### src/rtl/hazard_detect_pkg.sv
// Shared pipeline definitions for the hazard detection unit: FSM state
// encoding, bubble counter width and the register-match helper.
package hazard_detect_pkg;

    localparam int unsigned STATE_W = 1;
    localparam logic [STATE_W-1:0] STATE_RUN    = 1'b0;
    localparam logic [STATE_W-1:0] STATE_BSTALL = 1'b1;

    localparam int unsigned BUBBLE_CNT_W = 16;
    localparam logic [BUBBLE_CNT_W-1:0] BUBBLE_ONE = 'd1;
    localparam logic [BUBBLE_CNT_W-1:0] BUBBLE_MAX = '1;

    // EX destination matches an ID source; register 0 is hardwired and never conflicts.
    function automatic logic reg_match(input logic [4:0] wreg,
                                       input logic [4:0] rs,
                                       input logic [4:0] rt,
                                       input logic       uses_rt);
        return (wreg != 5'd0) && ((wreg == rs) || (uses_rt && (wreg == rt)));
    endfunction

endpackage

### src/rtl/hazard_compare.sv
// Register match and hazard classification between the ID instruction
// and the instruction currently in EX. Purely combinational.
module hazard_compare
    import hazard_detect_pkg::*;
(
    input  logic [4:0] IFID_Rs,
    input  logic [4:0] IFID_Rt,
    input  logic       IFID_UsesRt,
    input  logic       IFID_Branch,
    input  logic       IDEX_MemRead,
    input  logic       IDEX_RegWrite,
    input  logic [4:0] IDEX_WriteReg,
    output logic       load_use,
    output logic       branch_alu,
    output logic       branch_load
);

    logic match;

    // Classify the dependency: loads need a bubble before any consumer,
    // branches resolve in ID so they also wait on ALU results.
    always_comb begin
        match       = reg_match(IDEX_WriteReg, IFID_Rs, IFID_Rt, IFID_UsesRt);
        load_use    = IDEX_MemRead & match & ~IFID_Branch;
        branch_alu  = IFID_Branch & IDEX_RegWrite & ~IDEX_MemRead & match;
        branch_load = IFID_Branch & IDEX_MemRead & match;
    end

endmodule

### src/rtl/hazard_detect.sv
// Pipeline hazard detection: stall/flush control for IF/ID and a
// saturating count of inserted bubbles.
//
// state  | meaning
// -------+--------------------------------------------------------------
// RUN    | normal issue; stalls are decided from the current hazard terms
// BSTALL | second bubble of a branch-after-load; stall unconditionally
module hazard_detect
    import hazard_detect_pkg::*;
(
    input  logic                    Clk,
    input  logic                    Rst_n,
    input  logic [4:0]              IFID_Rs,
    input  logic [4:0]              IFID_Rt,
    input  logic                    IFID_UsesRt,
    input  logic                    IFID_Branch,
    input  logic                    IFID_Jump,
    input  logic                    BranchTaken,
    input  logic                    IDEX_MemRead,
    input  logic                    IDEX_RegWrite,
    input  logic [4:0]              IDEX_WriteReg,
    output logic                    DangerSel,
    output logic                    PCWrite,
    output logic                    IFIDWrite,
    output logic                    IFIDFlush,
    output logic [BUBBLE_CNT_W-1:0] BubbleCnt
);

    logic [STATE_W-1:0] state;
    logic [STATE_W-1:0] state_nxt;
    logic               load_use;
    logic               branch_alu;
    logic               branch_load;
    logic               stall;

    hazard_compare u_compare (
        .IFID_Rs       (IFID_Rs),
        .IFID_Rt       (IFID_Rt),
        .IFID_UsesRt   (IFID_UsesRt),
        .IFID_Branch   (IFID_Branch),
        .IDEX_MemRead  (IDEX_MemRead),
        .IDEX_RegWrite (IDEX_RegWrite),
        .IDEX_WriteReg (IDEX_WriteReg),
        .load_use      (load_use),
        .branch_alu    (branch_alu),
        .branch_load   (branch_load)
    );

    // Zero-latency stall/flush decode; reset forces a held pipeline with no flush.
    always_comb begin
        state_nxt = STATE_RUN;
        stall     = 1'b0;
        if (!Rst_n) begin
            stall = 1'b1;
        end else if (state == STATE_BSTALL) begin
            stall = 1'b1;
        end else begin
            stall = load_use | branch_alu | branch_load;
            if (branch_load) begin
                state_nxt = STATE_BSTALL;
            end
        end
        DangerSel = stall;
        PCWrite   = ~stall;
        IFIDWrite = ~stall;
        IFIDFlush = Rst_n & ~stall & (IFID_Jump | (IFID_Branch & BranchTaken));
    end

    // State register; reset drops any pending second bubble.
    always_ff @(posedge Clk or negedge Rst_n) begin
        if (!Rst_n) begin
            state <= STATE_RUN;
        end else begin
            state <= state_nxt;
        end
    end

    // Count bubble cycles, holding at all-ones rather than wrapping.
    always_ff @(posedge Clk or negedge Rst_n) begin
        if (!Rst_n) begin
            BubbleCnt <= '0;
        end else if (DangerSel && (BubbleCnt != BUBBLE_MAX)) begin
            BubbleCnt <= BubbleCnt + BUBBLE_ONE;
        end
    end

endmodule

### config.mk
export PLATFORM = sky130hd
export DESIGN_NAME = hazard_detect
export DESIGN_NICKNAME = d
export VERILOG_FILES = /design/src/rtl/hazard_detect_pkg.sv /design/src/rtl/hazard_compare.sv /design/src/rtl/hazard_detect.sv
export SDC_FILE = /design/constraint.sdc
export NUM_CORES = 1
export LEC_CHECK = 0
export ABC_AREA = 1
export CAP_MARGIN = 20
export CORE_ASPECT_RATIO = 0.8
export CORE_MARGIN = 8
export CORE_UTILIZATION = 46
export CTS_CLUSTER_DIAMETER = 150
export CTS_CLUSTER_SIZE = 30
export DETAILED_ROUTE_END_ITERATION = 16
export GPL_TIMING_DRIVEN = 1
export PLACE_DENSITY = 0.8
export RECOVER_POWER = 25
export SYNTH_ARGS = -nofsm -noshare
export SYNTH_HDL_FRONTEND = slang
export SYNTH_HIERARCHICAL = 1
export SYNTH_SLANG_ARGS = --single-unit
export TNS_END_PERCENT = 30
### constraint.sdc
create_clock -name Clk -period 1.65 [get_ports Clk]
set_clock_uncertainty 0.05 [all_clocks]
set_input_delay 0.33 -clock Clk [delete_from_list [all_inputs] [get_ports Clk]]
set_output_delay 0.33 -clock Clk [all_outputs]
set_load 0.01 [all_outputs]
# Yosys cells after proc, flatten, opt, wreduce, memory -nomap -nowiden
# Cells that the tools add are included.
[totals] word_cells=32 out_inout_bits=20 ff_bits=17 in_bits=23
[classes] add_sub_neg=1 reduce_logical=5 bitwise=16 muxes=5 eq_ne=3
[op_table] cell="$add 16x1->16 const B" n=1
[op_table] cell="$ne 16x16->1 const B" n=1
[op_table] cell="$and 1x1->1" n=10
[op_table] cell="$eq 5x5->1" n=2
[op_table] cell="$mux 1" n=5
[op_table] cell="$reduce_bool 5->1" n=1
[op_table] cell="$logic_and 1x1->1" n=3
[op_table] cell="$not 1->1" n=3
[op_table] cell="$or 1x1->1" n=3
[op_table] cell="$logic_or 1x1->1" n=1

# Longest topological paths before layout
# Gate-level depths: netlist of the first run.
[logic_depth] depth_word=13 mapped_depth=16 mapped_depth_nobuf=16

# Cells and area by module
# The synthesis of the first run kept the hierarchy.
[by_module_without_submodules] mod="hazard_detect" n_inst=1 cells_each=155 seq_area_each_um2=425.4 area_each_um2=1112.3
[by_module_without_submodules] mod="hazard_compare" n_inst=1 cells_each=58 seq_area_each_um2=0.0 area_each_um2=235.2

# Least setup slack after synthesis of the first run
# No wires, ideal clock.
[synth_timing] path_type="input to output" start="input port IDEX_WriteReg[1]" end="output port IFIDFlush" n_path_buf=0 setup_slack_ns=-0.138 stages=13 arrival_time_ns=1.408 path_cell_list="inv_1 nand2_1 nand2_1 nor2_1 nand3_1 nand2_1 nand2_1 nor2_1 nor2_1 nand2_1 nor2_4 inv_1 nor2_1"
[synth_lines] item="start, declared" line="hazard_detect.sv:21" rtl="input logic [4:0] IDEX_WriteReg,"
[synth_lines] item="$eq 5x5->1" line="hazard_detect_pkg.sv:18" rtl="return (wreg != 5'd0) && ((wreg == rs) || (uses_rt && (wreg == rt)));"
[synth_lines] item="$logic_and 1x1->1" line="hazard_detect_pkg.sv:18"
[synth_lines] item="$logic_or 1x1->1" line="hazard_detect_pkg.sv:18"
[synth_lines] item="$logic_and 1x1->1 *" line="hazard_detect_pkg.sv:18"
[synth_lines] item="$and 1x1->1 *" line="hazard_compare.sv:25" rtl="branch_alu = IFID_Branch & IDEX_RegWrite & ~IDEX_MemRead & match;"
[synth_lines] item="net branch_alu" line="hazard_detect.sv:32" rtl="logic branch_alu;"
[synth_lines] item="$or 1x1->1 * (2 in series)" line="hazard_detect.sv:58" rtl="stall = load_use | branch_alu | branch_load;"
[synth_lines] item="$mux 1 *" line="hazard_detect.sv:55" rtl="end else if (state == STATE_BSTALL) begin"
[synth_lines] item="$mux 1 *" line="hazard_detect.sv:53" rtl="if (!Rst_n) begin"
[synth_lines] item="$not 1->1 *"
[synth_lines] item="net IFIDWrite" line="hazard_detect.sv:24" rtl="output logic IFIDWrite,"
[synth_lines] item="$and 1x1->1 * (2 in series)" line="hazard_detect.sv:66" rtl="IFIDFlush = Rst_n & ~stall & (IFID_Jump | (IFID_Branch & BranchTaken));"
[synth_lines] item="end, declared" line="hazard_detect.sv:25" rtl="output logic IFIDFlush,"
# The timed path passes the listed nets; every way through them passes the cells marked *.

# Worst setup path in the final report of the first run
[layout_timing] start="input port IDEX_WriteReg[2]" end="output port IFIDFlush"
[layout_between] elab_chain_len=13
[layout_lines] item="$eq 5x5->1" line="hazard_detect_pkg.sv:18"
[layout_lines] item="$logic_and 1x1->1" line="hazard_detect_pkg.sv:18"
[layout_lines] item="$logic_or 1x1->1" line="hazard_detect_pkg.sv:18"
[layout_lines] item="$logic_and 1x1->1 *" line="hazard_detect_pkg.sv:18"
[layout_lines] item="$and 1x1->1 * (2 in series)" line="hazard_compare.sv:24" rtl="load_use = IDEX_MemRead & match & ~IFID_Branch;"
[layout_lines] item="net load_use" line="hazard_detect.sv:31" rtl="logic load_use;"
[layout_lines] item="$or 1x1->1 * (2 in series)" line="hazard_detect.sv:58"
[layout_lines] item="$mux 1 *" line="hazard_detect.sv:55"
[layout_lines] item="$mux 1 *" line="hazard_detect.sv:53"
[layout_lines] item="$not 1->1 *" line="hazard_detect.sv:66"
[layout_lines] item="$and 1x1->1 * (2 in series)" line="hazard_detect.sv:66"
# Marks and branches as above.

==> impl_results.md, run 1 <==
- Total wire length: around 3900 µm
- Mapped Cells: roughly 210
- Register bit total from synthesis: 17
- Largest family of logic cells by synthesized area: simple AND/OR/NAND/NOR gates
- Synth warnings: 6
- Post-Synth Adder-Cell Area: less than 1%
- Site Rows: 17
- Largest net degree at the start of global routing: 18
- Antenna viol nets, final: 0
- Worst Tran Pin Value: about 0.95 ns
- Critical Path RT: around 1.3 ns
- Sum Neg Setup Slack: -0.897 ns
- CP max stage delay: between 0.2 and 0.25 ns
- GPL Wtd Cong: around 0.87
- Cell Pwr Density: around 660 nW/µm²
- Final nets: ~300
- Wirelength per Cell: 12.6 µm
- Clock tree buffer depth: 2
- Combinational power share: a little over two fifths
- Skew-Pair Late Insertion Delay: ~0.3 ns
- FMAX: around 0.52 GHz
- Avg Cell Area, Syn: between 6 and 7 µm²
- Clock network fraction of design power: approximately 18%
- Reg2reg setup slack: 0.14 ns
- Hold worst-path end: BubbleCnt[8]$_DFFE_PN0P_
- CP max stage cell: nor3_2
- Clock-pin slew on the worst setup and hold paths: ~0.090 ns
- Critical path arrival: 1.56 ns
- Yosys cell types: 23
- Crit path time final: 1.94 ns
- Final Setup Violations: 4
- Layout Cell Area excl Fill: 2000 µm²
- Die ar.: between 4000 and 5000 µm²
- Layout cells sized above 1: between 30% and 40%
- CP cell instances: buf_8, nor3_2, nand3_2, nand3_1, nor2_1, nor2_1, nand2_2, nor2_4, inv_4, nor2_4, buf_6
- Pre-CTS WS: -1.12 ns
- # diodes: 0
- Avg Vias per Cell: ~4.8
- WHS Path Cells: 1
- Endpoints failing hold: 0
- Leakage power: slightly above 0.001 µW
- Period utilization: 118%
- Worst r2r path cells: 9
- # DRC: 0
- GRT overflow: 0
- EDFF count, synth: 0
- FF-to-FF Start: BubbleCnt[0]$_DFFE_PN0P_
- H-tree levels: 1
- Post-route setup slack: -0.290 ns
- Starting Density: 48.7%
- Register area share after synthesis: a little under a third
- CP Launch Type: input port
- Max-cap viol count: 0
- Core area: 2770 µm²
- IO Pins: 43
- Post-synthesis simple-gate area fraction: a little under half
- Unrepaired setup endpoints after global routing: yes
- Detailed placement HPWL: 2930 µm
- Worst Hold Launch: BubbleCnt[8]$_DFFE_PN0P_
- CTS tree: built
- HP Class: reg -> reg
- Register share of total power: 40.1%
- Switch Pwr: between 400 and 500 µW
- Die W: roughly 77 µm
- Post-synth ARST share: between 90% and 100%
- Placed cell area: about 1900 µm²
- Compound-Gate Fraction of Synth Area: 6.13%
- Post-synthesis xor/xnor area fraction: ~4.5%
- Maximum VDD drop: 0.000589 V
- Int Power: ~830 µW
- Commonest non-fill, non-tap cells in the layout: nand2_1 (75), nor2_1 (24), inv_1 (17), dlygate4sd2_1 (17), dfrtp_1 (16)
- Initial antenna violation count: 0
- Post-Syn Area: about 1300 µm²
- Violated checks: setup timing
- Crit-path max FO: 4
- Drt first pass iters: 5
- Number of buffers created by CTS: 3
- Relative slew slack: between 30 and 40%
- Port-buffer cells: between 40 and 50
- Via count: about 1,500
- Die height: 64.4 µm
- Worst setup EP type: output pin
- Max-slew violations: 0
- FF-to-FF End: BubbleCnt[14]$_DFFE_PN0P_
- CTS root buffer: clkbuf_4
- Most common cell after layout, fill and taps aside: nand2_1
- Ys flop type: dfrtp_1
- Multiplexer share of the synthesized area: 0%
- Outcome: complete, but fails checks
- Net Sw Frac: between 30% and 40%
- Global-route wire length before repair: 6440 µm
- Drt first-iter violations: 100
- Total Routing Usage GR: ~15%
- Area Growth Syn to Fin: 48.1%
- Fin util: 72.2%
- WS Path Type: in -> out
- Clk sinks: 17
- Net Count, Synth: roughly 240
- Vias in the first global route: between 1,000 and 1,500
power by group through the flow:
stage               sequential (µW)  combinational [µW]  clock, µW
global route                    536                 611        259
CTS                             529                 525        238
detailed placement              537                 569          0
finish                          528                 555        233
floorplan                       571                 225          0
global placement                534                 557          0
worst max-delay path: cells and delay by family:
kind	cells	cell delay, ns
buf+inv	3	0.26
simple gates	8	0.95
stage by stage:
step                hold WS [ns]  power, µW  cells
floorplan                -0.0156        796    213
global placement           0.476       1090    306
detailed placement         0.495       1110    306
CTS                        0.354       1290    311
global route               0.544       1410    311
finish                     0.495       1320    311
timing repair:
| item | 4_1_cts | 5_1_grt |
|---|---|---|
| hold buffers | 0 | 0 |
| cloned | 1 | 0 |
| setup endpoints to repair | 35 | 21 |
| gates resized for setup | 106 | 36 |
| setup buffers | 1 | 1 |
| pin swaps | 24 | 25 |
worst max-delay path by stage:
stage	startpoint	to	cells past startpoint
2_1_floorplan	IFID_Rt[2]	IFIDFlush	13
3_3_place_gp	IDEX_WriteReg[2]	IFIDFlush	11
3_5_place_dp	IDEX_WriteReg[4]	IFIDFlush	14
4_1_cts	IDEX_WriteReg[2]	IFIDFlush	15
5_1_grt	IDEX_WriteReg[1]	IFIDFlush	15
6_report	IDEX_WriteReg[2]	IFIDFlush	11
registers in the layout, indices dropped and copies added (netlist names):
signal / cells
state: 1
BubbleCnt: 16
layout make-up:
class                           instances  area (µm²)
Sequential cell                        17         427
Fill cell                             236         769
Tap cell                               38        47.5
Clock buffer                            4        26.3
Timing Repair Buffer                   58         512
Multi-Input combinational cell        165         867
Inverter                               29         116
synthesized netlist by cell type (3+ instances only):
| library cell | count | share of area, % |
|---|---|---|
| nand2_1 | 86 | 24 |
| nor2_1 | 27 | 7.5 |
| inv_1 | 26 | 7.2 |
| dfrtp_1 | 17 | 32 |
| nand3_1 | 11 | 4.1 |
| o21ai_2 | 6 | 3.9 |
| xnor2_1 | 5 | 3.2 |
| nand2_2 | 4 | 1.9 |
| nand4_1 | 4 | 1.9 |
| nor2_2 | 4 | 1.9 |
| o21ai_0 | 4 | 1.5 |
| inv_2 | 3 | 0.84 |
| nor2_4 | 3 | 2.5 |
layer usage:
layer / vias up / GRT usage [%] / routed length, µm / part of all wire, %
met2: 39 / 24.7 / 1880 / 48
met1: 686 / 20.5 / 1780 / 46
met3: 6 / 4.68 / 238 / 6.1
li1: 775 / - / - / -
met4: 0 / 2.63 / 14 / 0.36
met5: - / 0 / 0 / 0
logic make-up (layout without fill, tap and decap cells):
family	count (synthesis)	in the layout
adders and majority gates	1	1
DFF	17	17
xor gates and xnor gates	7	7
AOI/OAI and AO/OA	12	13
and+or+nand+nor	144	144
buffers and inverters	32	91
Note: power is estimated with default switching activity, not from simulation.
==> run 2: changes to the inputs <==
Settings changed: ABC_AREA 1 to 0, CORE_UTILIZATION 46 to 42, PLACE_DENSITY 0.8 to 0.78.
==> run 2 against run 1 <==
- the flow still finishes with violations (setup timing)
- final area decreased by 8.3%
- non-clock buffer count increased by 17
- clock-buffer cell count unchanged
- largest cell class unchanged
- critical path type unchanged
- first-iteration DRC count decreased by 47%
- sequential power increased by 20%
- total power increased by 29%
- sequential share of layout area increased by 1.9 points
- area after synthesis decreased by 21%
- cell count decreased by 31%
==> impl_results.md, run 2 <==
- Outcome: complete, but fails checks
- Critical Path End: DangerSel
- GPL Wtd Cong: 0.838 (-3.8%)
- Die ar.: 4400 µm² (-11%)
- Global-route wire length before repair: 5380 µm (-16%)
- Largest net degree at the start of global routing: 19 (+1)
- Vias in the first global route: 1,185 (-17%)
- Endpoints failing hold: 0 (unchanged)
- Register area share after synthesis: 40.1% (+8.5 points)
- Largest register FFs: 16 (unchanged)
- Most frequent cell after synthesis: xor2_1
- Critical Path RT: 1.27 ns (about the same)
- Worst Setup SP: IDEX_WriteReg[1]
- Worst setup EP type: output pin
- Non-filler instance count after layout: 215 (-31%)
- Wirelength per Cell: 15.1 µm (+20%)
- Period utilization: 158% (+40 points)
- Relative slew slack: 36.4% (-0.58 points)
- Power, Total: 1700 µW (+29%)
- Site Rows: 16 (-1)
- Detailed placement HPWL: 2590 µm (-11%)
- Ys flop type: dfrtp_1
- Avg Vias per Cell: 5.11 (+5.6%)
- Layout Cell Area excl Fill: 1830 µm² (-8.3%)
- Fin util: 75.6% (+3.4 points)
- Placed Cells incl. Taps: 207 (-32%)
- WHS Path Cells: 1 (unchanged)
- Final Setup Violations: 21 (+17)
- CTS root buffer: clkbuf_4
- Post-synth ARST share: 100% (unchanged)
- FF-to-FF Start: state$_DFF_PN0_
- Leakage power: 0.000911 µW (-11%)
- Starting Density: 43.8% (-4.9 points)
- Cell Pwr Density: 930 nW/µm² (+41%)
- Avg Cell Area, Syn: 10.4 µm² (+64%)
- Area leader, netlist: dfrtp_1
- Clk sinks: 17 (unchanged)
- Post-synth top cells: xor2_1 (21), dfrtp_1 (17), nor3_1 (9)
- Synth warnings: 6 (unchanged)
- Largest cells by area after synthesis: dfrtp_1 (40%), xor2_1 (17%), nor3_1 (4.2%), nand4_1 (2.9%), nand3_1 (2.4%)
- Antenna viol nets, final: 0 (unchanged)
- Critical path arrival: 2.22 ns (+0.66 ns)
- Most common cell after layout, fill and taps aside: buf_4
- Layout cells sized above 1: 37.4% (+5.9 points)
- Skew-Pair Late Insertion Delay: 0.29 ns (about the same)
- Register share of total power: 37.4% (-2.7 points)
- CP Launch Type: input port
- Net Sw Frac: 36.6% (+0.041 points)
- EDFF count, synth: 0 (unchanged)
- # DRC: 0 (unchanged)
- Hold slack: 0.472 ns (-0.0231 ns)
- Die height: 61.0 µm (-5.4%)
- Top Registers: BubbleCnt (16), state (1)
- WS Path Type: in -> out
- Via count: 1,099 (-27%)
- Combinational power share: 49.5% (+7.3 points)
- Clock network fraction of design power: 13.1% (-4.6 points)
- IO Pins: 43 (unchanged)
- Maximum VDD drop: 0.000922 V (+57%)
- Max-slew violations: 0 (unchanged)
- H-tree levels: 1 (unchanged)
- Port-buffer cells: 42 (unchanged)
- GRT overflow: 0 (unchanged)
- Net Count, Synth: 126 (-47%)
- Mapped Cells: 102 (-52%)
- # diodes: 0 (unchanged)
- Total wire length: 3240 µm (-17%)
- Initial antenna violation count: 0 (unchanged)
- Total Routing Usage GR: 15.4% (-0.028 points)
- Largest family of logic cells by synthesized area: simple AND/OR/NAND/NOR gates
- Compound-Gate Fraction of Synth Area: 6.25% (+0.12 points)
- Multiplexer share of the synthesized area: 1.42% (+1.4 points)
- Max-cap viol count: 0 (unchanged)
- Post-Synth Adder-Cell Area: 1.18% (+0.25 points)
- Drt first-iter violations: 53 (-47%)
- Int Power: 1080 µW (+29%)
- Crit-path max FO: 3 (-1)
- Post-route setup slack: -0.954 ns (-0.664 ns)
- Post-synthesis xor/xnor area fraction: 19.0% (+14 points)
- Violated checks: setup timing
- Synth top area share: 40.1% (+8.5 points)
- FF-to-FF End: BubbleCnt[1]$_DFFE_PN0P_
- FMAX: 0.384 GHz (-26%)
- Post-synthesis simple-gate area fraction: 29.2% (-17 points)
- Register bit total from synthesis: 17 (unchanged)
- Clock tree buffer depth: 2 (unchanged)
- Area Growth Syn to Fin: 72.5%
- Commonest non-fill, non-tap cells in the layout: buf_4 (28), xor2_1 (19), dfrtp_1 (16)
- Worst Tran Pin Value: 0.955 ns (+0.00877 ns)
- Yosys cell types: 33 (+43%)
- HP Class: reg -> reg
- CTS tree: built
- Crit path time final: 2.60 ns (+0.664 ns)
- Post-Syn Area: 1060 µm² (-21%)
- Die W: 72.2 µm (-5.6%)
- Number of buffers created by CTS: 3 (unchanged)
- Core area: 2420 µm² (-12%)
- Clock-pin slew on the worst setup and hold paths: 0.09 ns (about the same)
- Final nets: 204 (-32%)
- Unrepaired setup endpoints after global routing: yes
- Worst r2r path cells: 6 (-3)
- Top reg by flops: BubbleCnt
- Reg2reg setup slack: -0.28 ns (-0.42 ns)
- Drt first pass iters: 4 (-1)
- Switch Pwr: 623 µW (+30%)
- Placed cell area: 1740 µm² (-9.9%)
==> run 2: changes by cell type in the layout (fill, tap and decap cells not counted), sizes merged, moves of 5 or more <==
cell / before / now
inv: 29 / 1
nand2: 91 / 5
nor3: 2 / 9
xor2: 2 / 21
nand3: 12 / 6
nor2: 34 / 6
o21ai: 12 / 2
buf: 33 / 40
clkdlybuf4s15: 1 / 6
==> run 2: worst min path at each step <==
stage,slack (ns),endpoint,startpoint
detailed placement,0.47,BubbleCnt[11]$_DFFE_PN0P_,BubbleCnt[11]$_DFFE_PN0P_
floorplan,-0.02,BubbleCnt[0]$_DFFE_PN0P_,Rst_n
global route,0.51,BubbleCnt[11]$_DFFE_PN0P_,BubbleCnt[11]$_DFFE_PN0P_
global placement,0.45,BubbleCnt[11]$_DFFE_PN0P_,BubbleCnt[11]$_DFFE_PN0P_
finish,0.47,BubbleCnt[11]$_DFFE_PN0P_,BubbleCnt[11]$_DFFE_PN0P_
CTS,0.43,BubbleCnt[11]$_DFFE_PN0P_,Rst_n
==> run 2: cell type report <==
class / count / area [µm²]
Sequential cell: 17 / 427
Timing Repair Buffer: 75 / 648
Fill cell: 193 / 592
Inverter: 1 / 11.3
Tap cell: 36 / 45.0
Multi-Input combinational cell: 82 / 673
Clock buffer: 4 / 26.3
==> run 2: what timing repair did <==
action | CTS | global route
gates resized for setup | 80 | 16
pin swaps | 12 | 15
buffers inserted | 4 | 0
endpoints found under the setup margin | 34 | 24
endpoints found under the hold margin | 0 | 0
hold buffers | 0 | 0
==> run 2: critical path, cell delays in order <==
cell     delay, ns
buf_8         0.10
or4_4         0.54
nor2_4        0.13
nor4b_2       0.06
or4b_4        0.52
or2_4         0.31
buf_6         0.13
buf_6         0.11
==> run 2: logic make-up after synthesis <==
kind of cell,count (synthesis)
and+or+nand+nor,47
xor gates and xnor gates,23
DFF,17
AOI/OAI and AO/OA,10
buffers and inverters,3
muxes,1
adders and majority gates,1
==> run 2: metal layers <==
| metal | routed length, µm | vias to the layer above | track usage [%] |
|---|---|---|---|
| met5 | 0 | - | 0 |
| met4 | 50 | 0 | 7.25 |
| met3 | 168 | 4 | 3.63 |
| met2 | 1670 | 31 | 28.6 |
| met1 | 1350 | 539 | 16.4 |
| li1 | - | 525 | - |
==> run 2: per-stage QoR <==
stage / setup WS [ns] / setup TNS (ns)
detailed placement: -1.92 / -30.48
CTS: -0.964 / -13.82
finish: -0.954 / -13.40
global route: -0.988 / -16.00
floorplan: -0.896 / -14.88
global placement: -1.82 / -29.04
==> run 2: power groups by stage <==
| stage | combinational (µW) | clock [µW] | sequential (µW) |
|---|---|---|---|
| floorplan | 238 | 0 | 719 |
| global placement | 873 | 0 | 627 |
| detailed placement | 899 | 0 | 634 |
| CTS | 841 | 227 | 631 |
| global route | 911 | 243 | 648 |
| finish | 843 | 223 | 636 |
==> run 3: changes to the inputs <==
Settings changed: CORE_MARGIN 8 to default, GPL_TIMING_DRIVEN 1 to 0.
==> run 3 against run 2 <==
- the flow still finishes with violations (setup timing)
- first-iteration DRC count down 36%
- sequential share of layout area up 3.2 points
- highest routed layer unchanged
- via count down 7.7%
- largest cell class unchanged
- final area down 11%
==> impl_results.md, run 3 (synthesis gave the netlist of run 2 again) <==
- CP Launch Type: input port
- Drt first pass iters: 6 (+2)
- Final nets: 179 (-12%)
- Starting Density: 46.7% (+2.9 points)
- Clock network fraction of design power: 14.8% (+1.7 points)
- Clock tree buffer depth: 2 (unchanged)
- Port-buffer cells: 42 (unchanged)
- Fin util: 71.4% (-4.2 points)
- Clk sinks: 17 (unchanged)
- Initial antenna violation count: 0 (unchanged)
- Leakage power: 0.000793 µW (-13%)
- Global-route wire length before repair: 4230 µm (-21%)
- Final Setup Violations: 20 (-4.8%)
- Int Power: 931 µW (-14%)
- Crit path time final: 2.70 ns (+0.0962 ns)
- Largest net degree at the start of global routing: 20 (+1)
- WS Path Type: in -> out
- CTS root buffer: clkbuf_4
- Net Sw Frac: 37.6% (+1.0 points)
- Violated checks: setup timing
- Die W: 58.2 µm (-19%)
- Die height: 47.0 µm (-23%)
- Period utilization: 164% (+5.8 points)
- Commonest non-fill, non-tap cells in the layout: xor2_1 (21), dfrtp_1 (14), dlygate4sd2_1 (14)
- Most frequent CP cell: buf_6
- Die ar.: 2730 µm² (-38%)
- CP cell instances: buf_8, or4_4, nor2_4, nor4b_2, or4b_1, or2_1, buf_6, inv_8, buf_6, buf_6
- Layout Cell Area excl Fill: 1620 µm² (-11%)
- CP max stage delay: 0.53 ns (about the same)
- Maximum VDD drop: 0.000853 V (-7.5%)
- Site Rows: 15 (-1)
- Crit-path max FO: 4 (+1)
- IO Pins: 43 (unchanged)
- Number of buffers created by CTS: 3 (unchanged)
- Switch Pwr: 561 µW (-10%)
- Vias in the first global route: 954 (-19%)
- Clock-pin slew on the worst setup and hold paths: 0.09 ns (about the same)
- GRT overflow: 0 (unchanged)
- CTS tree: built
- Critical path arrival: 2.32 ns (+0.10 ns)
- Total wire length: 2640 µm (-19%)
- Cell Pwr Density: 920 nW/µm² (-1.1%)
- Outcome: complete, but fails checks
- FMAX: 0.370 GHz (-3.6%)
- Placed cell area: 1540 µm² (-12%)
- # DRC: 0 (unchanged)
- Worst Tran Pin Value: 0.795 ns (-0.160 ns)
- Endpoints failing hold: 0 (unchanged)
- Post-route setup slack: -1.05 ns (-0.0962 ns)
- CP max stage cell: or4_4
- Avg Vias per Cell: 5.39 (+5.5%)
- Largest register FFs: 16 (unchanged)
- Wirelength per Cell: 14.0 µm (-6.9%)
- Most common cell after layout, fill and taps aside: xor2_1
- Top Registers: BubbleCnt (16), state (1)
- GPL Wtd Cong: 0.853 (+1.8%)
- Hold_buf cts: 0 (unchanged)
- H-tree levels: 1 (unchanged)
- Via count: 1,014 (-7.7%)
- Total Routing Usage GR: 21.1% (+5.7 points)
- Skew-Pair Late Insertion Delay: 0.29 ns (about the same)
- Unrepaired setup endpoints after global routing: yes
- Relative slew slack: 47.0% (+11 points)
- Core area: 2270 µm² (-6.2%)
- Max-cap viol count: 0 (unchanged)
- Top reg by flops: BubbleCnt
- Detailed placement HPWL: 1990 µm (-23%)
- Area Growth Syn to Fin: 52.8%
- Worst r2r path cells: 7 (+1)
- Antenna viol nets, final: 0 (unchanged)
- Layout cells sized above 1: 25.3% (-12 points)
- Worst setup EP type: output pin
- Register share of total power: 47.0% (+9.6 points)
- HP Class: in -> async
- Combinational power share: 38.1% (-11 points)
- Drt first-iter violations: 34 (-36%)
- # diodes: 0 (unchanged)
- Critical Path RT: 1.27 ns (about the same)
- Max-slew violations: 0 (unchanged)
[run 3: changes by cell type in the layout (fill, tap and decap cells not counted), moves of 2 or more]
cell            before  now
buf_4               28    6
buf_6                8    4
buf_2                3    6
clkbuf_2             3    1
dfrtp_1             16   14
dfrtp_2              1    3
dlymetal6s2s_1       3    5
xor2_1              19   21
xor2_2               2    0
[run 3: power groups by stage]
stage / logic (µW) / clock network (µW) / registers, µW
global placement: 613 / 0 / 700
floorplan: 238 / 0 / 719
finish: 569 / 221 / 701
detailed placement: 628 / 0 / 701
global route: 611 / 246 / 733
CTS: 575 / 225 / 697
[run 3: final timing paths]
check,slack [ns],endpoint,from
setup / recovery,-1.05,PCWrite,IDEX_WriteReg[2]
hold reg to reg,0.44,BubbleCnt[15]$_DFFE_PN0P_,BubbleCnt[15]$_DFFE_PN0P_
min in group Clk,0.44,BubbleCnt[15]$_DFFE_PN0P_,BubbleCnt[15]$_DFFE_PN0P_
setup reg to reg,-0.36,BubbleCnt[1]$_DFFE_PN0P_,state$_DFF_PN0_
hold / removal,0.18,BubbleCnt[10]$_DFFE_PN0P_,Rst_n
max in group asynchronous,0.83,BubbleCnt[7]$_DFFE_PN0P_,Rst_n
[run 3: final cells by class]
cell class | instances | area [µm²]
repair buffers | 48 | 433
inverters | 1 | 11.3
flip-flops and latches | 17 | 429
well taps | 34 | 42.5
clock buffers | 4 | 26.3
multi-input cells | 82 | 657
plain buffers | 2 | 22.5
fillers | 193 | 649
[run 3: what timing repair did]
action,CTS,global route
pin swaps,19,13
gates cloned,0,0
gates resized for setup,79,11
endpoints found under the setup margin,32,25
setup buffers,6,0
[run 3: per-stage QoR]
| stage | setup TNS [ns] | worst slack, ns | instances | hold WS, ns | power, µW |
|---|---|---|---|---|---|
| after CTS | -15.02 | -1.04 | 188 | 0.191 | 1500 |
| after global routing | -16.20 | -1.10 | 188 | 0.224 | 1590 |
| final | -15.18 | -1.05 | 188 | 0.179 | 1490 |
| after detailed placement | -31.00 | -2.03 | 178 | 0.433 | 1330 |
| after floorplan | -14.88 | -0.896 | 102 | -0.0156 | 957 |
| after global placement | -30.33 | -2.00 | 178 | 0.438 | 1310 |
[run 3: critical path: cells and delay by family]
| family | cells | cell delay (ns) |
|---|---|---|
| buffers and inverters | 5 | 0.45 |
| and+or+nand+nor | 5 | 1.54 |
[run 3: per-layer routing]
metal | track usage [%] | up-vias | routed length (µm)
li1 | - | 484 | -
met1 | 28.9 | 500 | 1280
met2 | 33.6 | 28 | 1230
met3 | 6.61 | 2 | 121
met4 | 4.29 | 0 | 6
met5 | 0 | - | 0
